[config.mk]
export PLATFORM = sky130hd
export DESIGN_NAME = apb_csr_arbiter
export DESIGN_NICKNAME = d
export VERILOG_FILES = /design/src/rtl/apb_arb_pkg.sv /design/src/rtl/rr_arbiter.sv /design/src/rtl/apb_csr_arbiter.sv
export SDC_FILE = /design/constraint.sdc
export NUM_CORES = 1
export LEC_CHECK = 0
export CAP_MARGIN = 15
export CORE_UTILIZATION = 28
export CTS_CLUSTER_DIAMETER = 60
export DETAILED_ROUTE_END_ITERATION = 16
export GPL_ROUTABILITY_DRIVEN = 0
export GPL_TIMING_DRIVEN = 0
export PLACE_DENSITY = 0.65
export REMOVE_ABC_BUFFERS = 1
export SYNTH_ARGS = -nofsm -noshare
export SYNTH_HDL_FRONTEND = slang
export SYNTH_SLANG_ARGS = --single-unit
export TNS_END_PERCENT = 20
[constraint.sdc]
create_clock -name pclk -period 2.05 [get_ports pclk]
set_input_delay 0.41 -clock pclk [delete_from_list [all_inputs] [get_ports pclk]]
set_output_delay 0.41 -clock pclk [all_outputs]
set_load 0.1 [all_outputs]
[src/rtl/apb_arb_pkg.sv]
// Shared types and constants for the APB CSR arbiter.
// Timeout logic is enabled by defining APB_ARB_TIMEOUT_EN.
package apb_arb_pkg;

  typedef enum logic [1:0] {
    IDLE   = 2'd0,
    SETUP  = 2'd1,
    ACCESS = 2'd2
  } state_t;

  // Wide enough for any practical wait-state limit.
  localparam int TMO_CNT_W = 16;

  function automatic int req_idx_w(input int num_req);
    return (num_req > 1) ? $clog2(num_req) : 1;
  endfunction

endpackage

[src/rtl/rr_arbiter.sv]
// Combinational round-robin selector: searches from last_grant+1 upward,
// wrapping modulo NUM_REQ, skipping masked requesters.
module rr_arbiter
  import apb_arb_pkg::*;
#(
  parameter  int NUM_REQ   = 2,
  localparam int REQ_IDX_W = req_idx_w(NUM_REQ)
) (
  input  logic [NUM_REQ-1:0]   i_req,
  input  logic [NUM_REQ-1:0]   i_mask,
  input  logic [REQ_IDX_W-1:0] i_last_grant,
  output logic [NUM_REQ-1:0]   o_gnt,
  output logic [REQ_IDX_W-1:0] o_idx,
  output logic                 o_valid
);

  logic [NUM_REQ-1:0]   w_elig;
  logic [REQ_IDX_W-1:0] w_cand;

  for (genvar gi = 0; gi < NUM_REQ; gi++) begin : g_elig
    assign w_elig[gi] = i_req[gi] & ~i_mask[gi];
  end

  // Walk the offsets from farthest to nearest so the nearest eligible
  // requester after last_grant is the final assignment.
  always_comb begin
    o_gnt   = '0;
    o_idx   = '0;
    o_valid = 1'b0;
    w_cand  = '0;
    for (int k = NUM_REQ; k >= 1; k--) begin
      w_cand = REQ_IDX_W'((int'(i_last_grant) + k) % NUM_REQ);
      if (w_elig[w_cand]) begin
        o_gnt         = '0;
        o_gnt[w_cand] = 1'b1;
        o_idx         = w_cand;
        o_valid       = 1'b1;
      end
    end
  end

endmodule

[src/rtl/apb_csr_arbiter.sv]
// Round-robin arbiter + APB master sequencer sharing one CSR slave port.
// Optional wait-state timeout abort: define APB_ARB_TIMEOUT_EN.
module apb_csr_arbiter
  import apb_arb_pkg::*;
#(
  parameter int NUM_REQ        = 2,
  parameter int DATA_WIDTH     = 32,
  parameter int ADDR_WIDTH     = 32,
  parameter int TIMEOUT_CYCLES = 16
) (
  input  logic                          pclk,
  input  logic                          hrst_n,
  input  logic [NUM_REQ-1:0]            req,
  input  logic [NUM_REQ*ADDR_WIDTH-1:0] req_addr,
  input  logic [NUM_REQ-1:0]            req_write,
  input  logic [NUM_REQ*DATA_WIDTH-1:0] req_wdata,
  output logic [NUM_REQ-1:0]            gnt,
  output logic [NUM_REQ-1:0]            done,
  output logic [DATA_WIDTH-1:0]         rdata,
  output logic                          err,
  output logic                          psel,
  output logic                          penable,
  output logic                          pwrite,
  output logic [ADDR_WIDTH-1:0]         paddr,
  output logic [DATA_WIDTH-1:0]         pwdata,
  input  logic                          pready,
  input  logic [DATA_WIDTH-1:0]         prdata
);

  localparam int REQ_IDX_W = req_idx_w(NUM_REQ);

  state_t                 r_state, w_state_next;
  logic [REQ_IDX_W-1:0]   r_last_grant;
  logic [NUM_REQ-1:0]     r_gnt;
  logic [NUM_REQ-1:0]     r_done;
  logic [DATA_WIDTH-1:0]  r_rdata;
  logic [ADDR_WIDTH-1:0]  r_paddr;
  logic                   r_pwrite;
  logic [DATA_WIDTH-1:0]  r_pwdata;

  logic                   w_grant_en;
  logic                   w_complete;
  logic                   w_psel;
  logic                   w_penable;
  logic [NUM_REQ-1:0]     w_arb_gnt;
  logic [REQ_IDX_W-1:0]   w_arb_idx;
  logic                   w_arb_valid;

  logic [ADDR_WIDTH-1:0]  w_req_addr  [NUM_REQ];
  logic [DATA_WIDTH-1:0]  w_req_wdata [NUM_REQ];

  for (genvar gi = 0; gi < NUM_REQ; gi++) begin : g_unpack
    assign w_req_addr[gi]  = req_addr[gi*ADDR_WIDTH +: ADDR_WIDTH];
    assign w_req_wdata[gi] = req_wdata[gi*DATA_WIDTH +: DATA_WIDTH];
  end

  // The requester in its done cycle is masked so it has time to drop req.
  rr_arbiter #(
    .NUM_REQ (NUM_REQ)
  ) u_rr_arbiter (
    .i_req        (req),
    .i_mask       (r_done),
    .i_last_grant (r_last_grant),
    .o_gnt        (w_arb_gnt),
    .o_idx        (w_arb_idx),
    .o_valid      (w_arb_valid)
  );

`ifdef APB_ARB_TIMEOUT_EN
  logic [TMO_CNT_W-1:0] r_tmo_cnt;
  logic                 r_err;
  logic                 w_abort;

  always_ff @(posedge pclk or negedge hrst_n) begin
    if (!hrst_n) begin
      r_tmo_cnt <= '0;
    end else if (r_state == SETUP) begin
      r_tmo_cnt <= '0;
    end else if (r_state == ACCESS && !pready) begin
      r_tmo_cnt <= r_tmo_cnt + 1'b1;
    end
  end
`endif

  always_ff @(posedge pclk or negedge hrst_n) begin
    if (!hrst_n) begin
      r_state <= IDLE;
    end else begin
      r_state <= w_state_next;
    end
  end

  always_comb begin
    w_state_next = r_state;
    w_grant_en   = 1'b0;
    w_complete   = 1'b0;
    w_psel       = 1'b0;
    w_penable    = 1'b0;
`ifdef APB_ARB_TIMEOUT_EN
    w_abort      = 1'b0;
`endif
    case (r_state)
      IDLE: begin
        if (w_arb_valid) begin
          w_grant_en   = 1'b1;
          w_state_next = SETUP;
        end
      end
      SETUP: begin
        w_psel       = 1'b1;
        w_state_next = ACCESS;
      end
      ACCESS: begin
        w_psel    = 1'b1;
        w_penable = 1'b1;
        if (pready) begin
          w_complete   = 1'b1;
          w_state_next = IDLE;
        end
`ifdef APB_ARB_TIMEOUT_EN
        // pready wins over the limit; otherwise the last wait cycle aborts.
        else if (r_tmo_cnt == TMO_CNT_W'(TIMEOUT_CYCLES - 1)) begin
          w_abort      = 1'b1;
          w_state_next = IDLE;
        end
`endif
      end
      default: w_state_next = IDLE;
    endcase
  end

  always_ff @(posedge pclk or negedge hrst_n) begin
    if (!hrst_n) begin
      r_last_grant <= REQ_IDX_W'(NUM_REQ - 1);
      r_gnt        <= '0;
      r_done       <= '0;
      r_rdata      <= '0;
      r_paddr      <= '0;
      r_pwrite     <= 1'b0;
      r_pwdata     <= '0;
`ifdef APB_ARB_TIMEOUT_EN
      r_err        <= 1'b0;
`endif
    end else begin
      r_done <= '0;
      if (w_grant_en) begin
        r_gnt        <= w_arb_gnt;
        r_last_grant <= w_arb_idx;
        r_paddr      <= w_req_addr[w_arb_idx];
        r_pwrite     <= req_write[w_arb_idx];
        r_pwdata     <= w_req_wdata[w_arb_idx];
      end
      if (w_complete) begin
        r_done  <= r_gnt;
        r_gnt   <= '0;
        r_rdata <= r_pwrite ? '0 : prdata;
`ifdef APB_ARB_TIMEOUT_EN
        r_err   <= 1'b0;
`endif
      end
`ifdef APB_ARB_TIMEOUT_EN
      if (w_abort) begin
        r_done  <= r_gnt;
        r_gnt   <= '0;
        r_rdata <= '0;
        r_err   <= 1'b1;
      end
`endif
    end
  end

  assign gnt     = r_gnt;
  assign done    = r_done;
  assign rdata   = r_rdata;
  assign psel    = w_psel;
  assign penable = w_penable;
  assign pwrite  = r_pwrite;
  assign paddr   = r_paddr;
  assign pwdata  = r_pwdata;
`ifdef APB_ARB_TIMEOUT_EN
  assign err     = r_err;
`else
  assign err     = 1'b0;
`endif

endmodule

# --- Yosys cells after proc, flatten, opt, wreduce, memory -nomap -nowiden ---
# Cells that the tools add are included.
word_totals:
  reg_bits: 104
  inputBits: 167
  out_inout_bits: 104
  elab_cells: 66
classes:
  add_sub_neg: 2
  n_lt_le_gt_ge: 6
  eq_ne: 4
  muxes: 35
  bitwise: 5
  reduce_logical: 6
op_table:
  columns: ["cell", "n"]
  rows:
  - ["32-bit 2-to-1 mux", 7]
  - ["1-bit 2-to-1 mux", 18]
  - ["2-bit 2-to-1 mux", 7]
  - ["1-bit by 2-bit less-than comparator with 1-bit output, second input constant", 3]
  - ["2-bit one-hot mux with 3 select lines", 1]
  - ["1-bit adder, second input constant", 2]
  - ["1-bit AND", 2]
  - ["1-bit demux with 1-bit select", 2]
  - ["2-bit by 1-bit == test with 1-bit output, second input constant", 1]
  - ["2-bit == test, second input constant", 1]
  - ["1-bit greater-or-equal comparator, second input constant", 2]
  - ["2-bit greater-or-equal comparator, second input constant", 1]
  - ["1-bit logical AND", 2]
  - ["2-bit logical NOT", 1]
  - ["2-bit by 1-bit inequality test with 1-bit output, second input constant", 1]
  - ["2-bit inequality test, second input constant", 1]
  - ["1-bit NOT", 2]
  - ["1-bit NOT with 2-bit output", 1]
  - ["2-bit AND reduction", 1]
  - ["2-bit nonzero test", 1]
  - ["2-bit OR reduction", 1]

# --- Longest topological paths before layout ---
logic_depth:
  word_depth: 10
  depth_mapped: 7
  depth_no_buf: 5

# --- Modules after synthesis ---
# Synthesis repeated with hierarchy kept, for this count alone.
unflattened:
  cells_unflattened: 455
  area_unflattened_um2: 4817.1
modules_own_cells:
  columns: ["mod", "n_inst", "cells_each", "area_each_um2", "seq_area_each_um2"]
  rows:
  - ["apb_csr_arbiter", 1, 449, 4763.3, 2603.7]
  - ["rr_arbiter", 1, 6, 53.8, 0.0]

# --- Worst setup path before layout ---
# OpenSTA, ideal clock, no wires.
synth_timing:
  kind: "reg-to-reg"
  from: "reg r_state[0]"
  to: "reg r_rdata[24], in the netlist rdata[24]"
  setup_time_ps: 134
  t_arrival_ps: 2026
  required_ps: 1916
  slack_ps: -110
  path_stages_with_launch: 8
  path_buffers: 2
  synth_period_minus_slack_ps: 2160
  cell_sequence: "dfrtp_1 -> inv_1 -> ha_1 -> nand2_1 -> clkbuf_1 -> clkbuf_1 -> nand2_1 -> o21ai_0"
synth_via:
  elab_chain_len: 2
synth_rtl:
  columns: ["item", "line", "source"]
  rows:
  - ["start, declared", "apb_csr_arbiter.sv:32", "state_t r_state, w_state_next;"]
  - ["start signal, assigned", "apb_csr_arbiter.sv:89", "r_state <= w_state_next;"]
  - ["2-bit == test", "apb_csr_arbiter.sv:102", "case (r_state)"]
  - ["1-bit 2-to-1 mux", "apb_csr_arbiter.sv:102", null]
  - ["end signal, assigned", "apb_csr_arbiter.sv:156", "r_rdata <= r_pwrite ? '0 : prdata;"]
  - ["end, declared", "apb_csr_arbiter.sv:36", "logic [DATA_WIDTH-1:0] r_rdata;"]
# No other way between the ends.
# A chain may end at the register's enable or synchronous reset.

# --- Worst setup path after layout ---
layout_timing:
  from: "reg r_gnt[0], in the netlist gnt[0]"
  to: "out gnt[0]"
layout_lines:
  columns: ["item", "line", "source"]
  rows:
  - ["start, declared", "apb_csr_arbiter.sv:34", "logic [NUM_REQ-1:0] r_gnt;"]
  - ["start signal, assigned", "apb_csr_arbiter.sv:147", "r_gnt <= w_arb_gnt;"]
  - ["end, declared", "apb_csr_arbiter.sv:17", "output logic [NUM_REQ-1:0] gnt,"]
# No word-level cell between the ends.

==> results.ini <==
[drt]
drtIter0Drc=141
vias_per_cell=4.53
vias=4532
first_pass_iters=4
antenna_left=0
drc=0
wl_mm=15.9
post_drt_wl_per_cell_um=15.9

[worst_setup_path]
crit_arrival_ns=1.59
crit_cells=1
reg2reg_slack_ns=0.19
setup.worst_path.class=register to output pin
reg2reg_from=r_state[0]
start_kind=register
cp_max_fo=3
crit_path_end_kind=output pin
critPathSlowestCell=dlygate4sd2_1
path_buf_inv=1
crit_family=buffers and inverters
cp_cell_sequence=dlygate4sd2_1
r2r-end=pwdata[10]
critical-path-max-stage-delay_ns=0.87
required_ns=1.64
ff2ff_path_depth=6

[cts]
cts_sinks=104
clockBufferDepth=2
cts_tree=yes
worstSkewPairLatency_ns=0.35
htreeDepth=3
post_cts_buffers=0
cts-buffers-inserted=9
cts_root_buf=clkbuf_16
clk_pin_slew_worst_paths_ns=0.07

[worst_hold_path]
holdPathEnd=rdata[24]
hold_start=rdata[24]
hold_path_depth=2
hold_path_class=register to register

[sta]
fin_setup_tns_ns=0
layout_min_cycle_time_ns=2.00
clock_skew_ns=0.00784
final_max_slew_viol_count=0
rsz0062_at_grt=no
max_freq_mhz=501
worstMarginPinSlew_ns=1.01
setup_viol=0
hold_viol=0
maxSlewHeadroom_pct=33.2
timing.final.crit_share_pct=97.4

[final_layout]
final_nets=946
drive_above_1_share_pct=10.3
fin_cells=1000
area_growth_pct=64.7
diodes=0
final_cell_mix=clkdlybuf4s50_1, dfrtp_1, nand2_1
final_util_pct=47.4
final_common_cell=clkdlybuf4s50_1

[synthesis]
ys_types=27
yosys.area_share.xor_xnor_pct=0
syn_avg_cell_area_um2=9.13
synthMuxAreaShare_pct=0.468
yosysSeqAreaShare_pct=54.1
synth-simple-area-share_pct=18.2
ys.warnings.count=0
syn_area_mm2=0.00481
synth_compound_area_share_pct=21.1
synth_top_family_by_area=compound AO/OA/AOI/OAI gates
synthCells=527
synth_adder_area_share_pct=1.04
ys_ff_latch=104

[placement]
dp_hpwl_mm=10.7
io_buffer_count=269
place_inst=982

[floorplan]
initial_core_util_pct=28.8
die_w_um=133
die_y_um=133
io_pins=271
die_area_mm2=0.0177
num_rows=47
core_area_mm2=0.0167

[status]
status=finished clean

[flow_run]
drv_cap=0

[global_route]
grt_pass1_vias=4644
grt_max_degree=67
grt_usage_pct=17.6
grt_pass1_wl_mm=24.3
overflow=0
antenna_found_initial=1

state kept, by name, indices dropped and copies added (netlist names):
signal	count
r_last_grant	1
rdata	32
gnt	2
r_state	2
pwrite	1
paddr	32
done	2
pwdata	32
routing by layer:
| layer | vias up | global-route usage (%) | wire, um |
|---|---|---|---|
| li1 | 2236 | - | - |
| met2 | 184 | 29.7 | 7400 |
| met3 | 7 | 8.12 | 1650 |
| met5 | - | 0 | 12 |
| met4 | 2 | 3.45 | 88 |
| met1 | 2103 | 20.4 | 6730 |
worst min-delay path, cell delays in order (launching register included):
cell,delay (ns)
dfrtp_1,0.34
nand2_1,0.04
o21ai_0,0.06
how the worst max path moves through the flow:
stage,from,endpoint,slack [ns]
2_1_floorplan,done[0],gnt[1],-1.22
3_3_place_gp,hrst_n,paddr[28],-3.81
3_5_place_dp,pwrite,pwrite,-0.53
4_1_cts,r_state[0],gnt[0],0.005
5_1_grt,rdata[8],rdata[8],0.003
6_report,gnt[0],gnt[0],0.05
per-stage QoR:
step / hold slack, ns / setup slack (ns) / instance area (um2)
after floorplan: 0.114 / -1.22 / 4570
after global placement: 0.460 / -3.81 / 7540
after detailed placement: 0.385 / -0.531 / 7700
after CTS: 0.481 / 0.00525 / 7910
after global routing: 0.496 / 0.00279 / 7920
final: 0.474 / 0.0536 / 7920
cell families after synthesis:
| kind of cell | after synthesis |
|---|---|
| buf+inv | 42 |
| simple gates | 204 |
| other cells | 1 |
| mux | 2 |
| flops | 104 |
| fa+ha+maj | 4 |
| compound gates | 170 |
Yosys cell counts:
cell type  count  area [um2]
a21oi_1       93         465
a21oi_2       40         350
a22o_1         1        8.76
a22oi_1        1        7.51
and2_1         1        6.26
and2b_1        1        7.51
and3_1         2        12.5
buf_2         12        60.1
buf_4          5        37.5
buf_6          7        78.8
clkbuf_1      16        60.1
conb_1         1        3.75
dfrtp_1      103        2580
dfstp_2        1        26.3
ha_1           4        50.1
inv_1          2        7.51
mux2_2         2        22.5
nand2_1       99         372
nand2b_1      32         200
nand3b_1       1        7.51
nor2_1        66         248
nor2b_1        1        6.26
nor2b_4        1        13.8
o21a_1         1        7.51
o21ai_0       32         160
o21ai_1        1        5.00
o21ai_2        1        8.76
layout make-up:
type,count,area [um2]
Fill cell,1638,8780
Timing Repair Buffer,276,2700
Sequential cell,104,2610
Multi-Input combinational cell,382,2010
Tap cell,220,275
Clock buffer,10,239
Clock inverter,6,90.1
Inverter,2,7.51
timing repair:
action	4_1_cts	5_1_grt
hold buffers	1	0
cloned	0	1
gates resized for setup	119	13
hold endpoints to repair	2	0
setup endpoints to repair	103	77
Power is not shown: default switching activity piles up to over one toggle a cycle in this logic, so the estimate is an artifact.
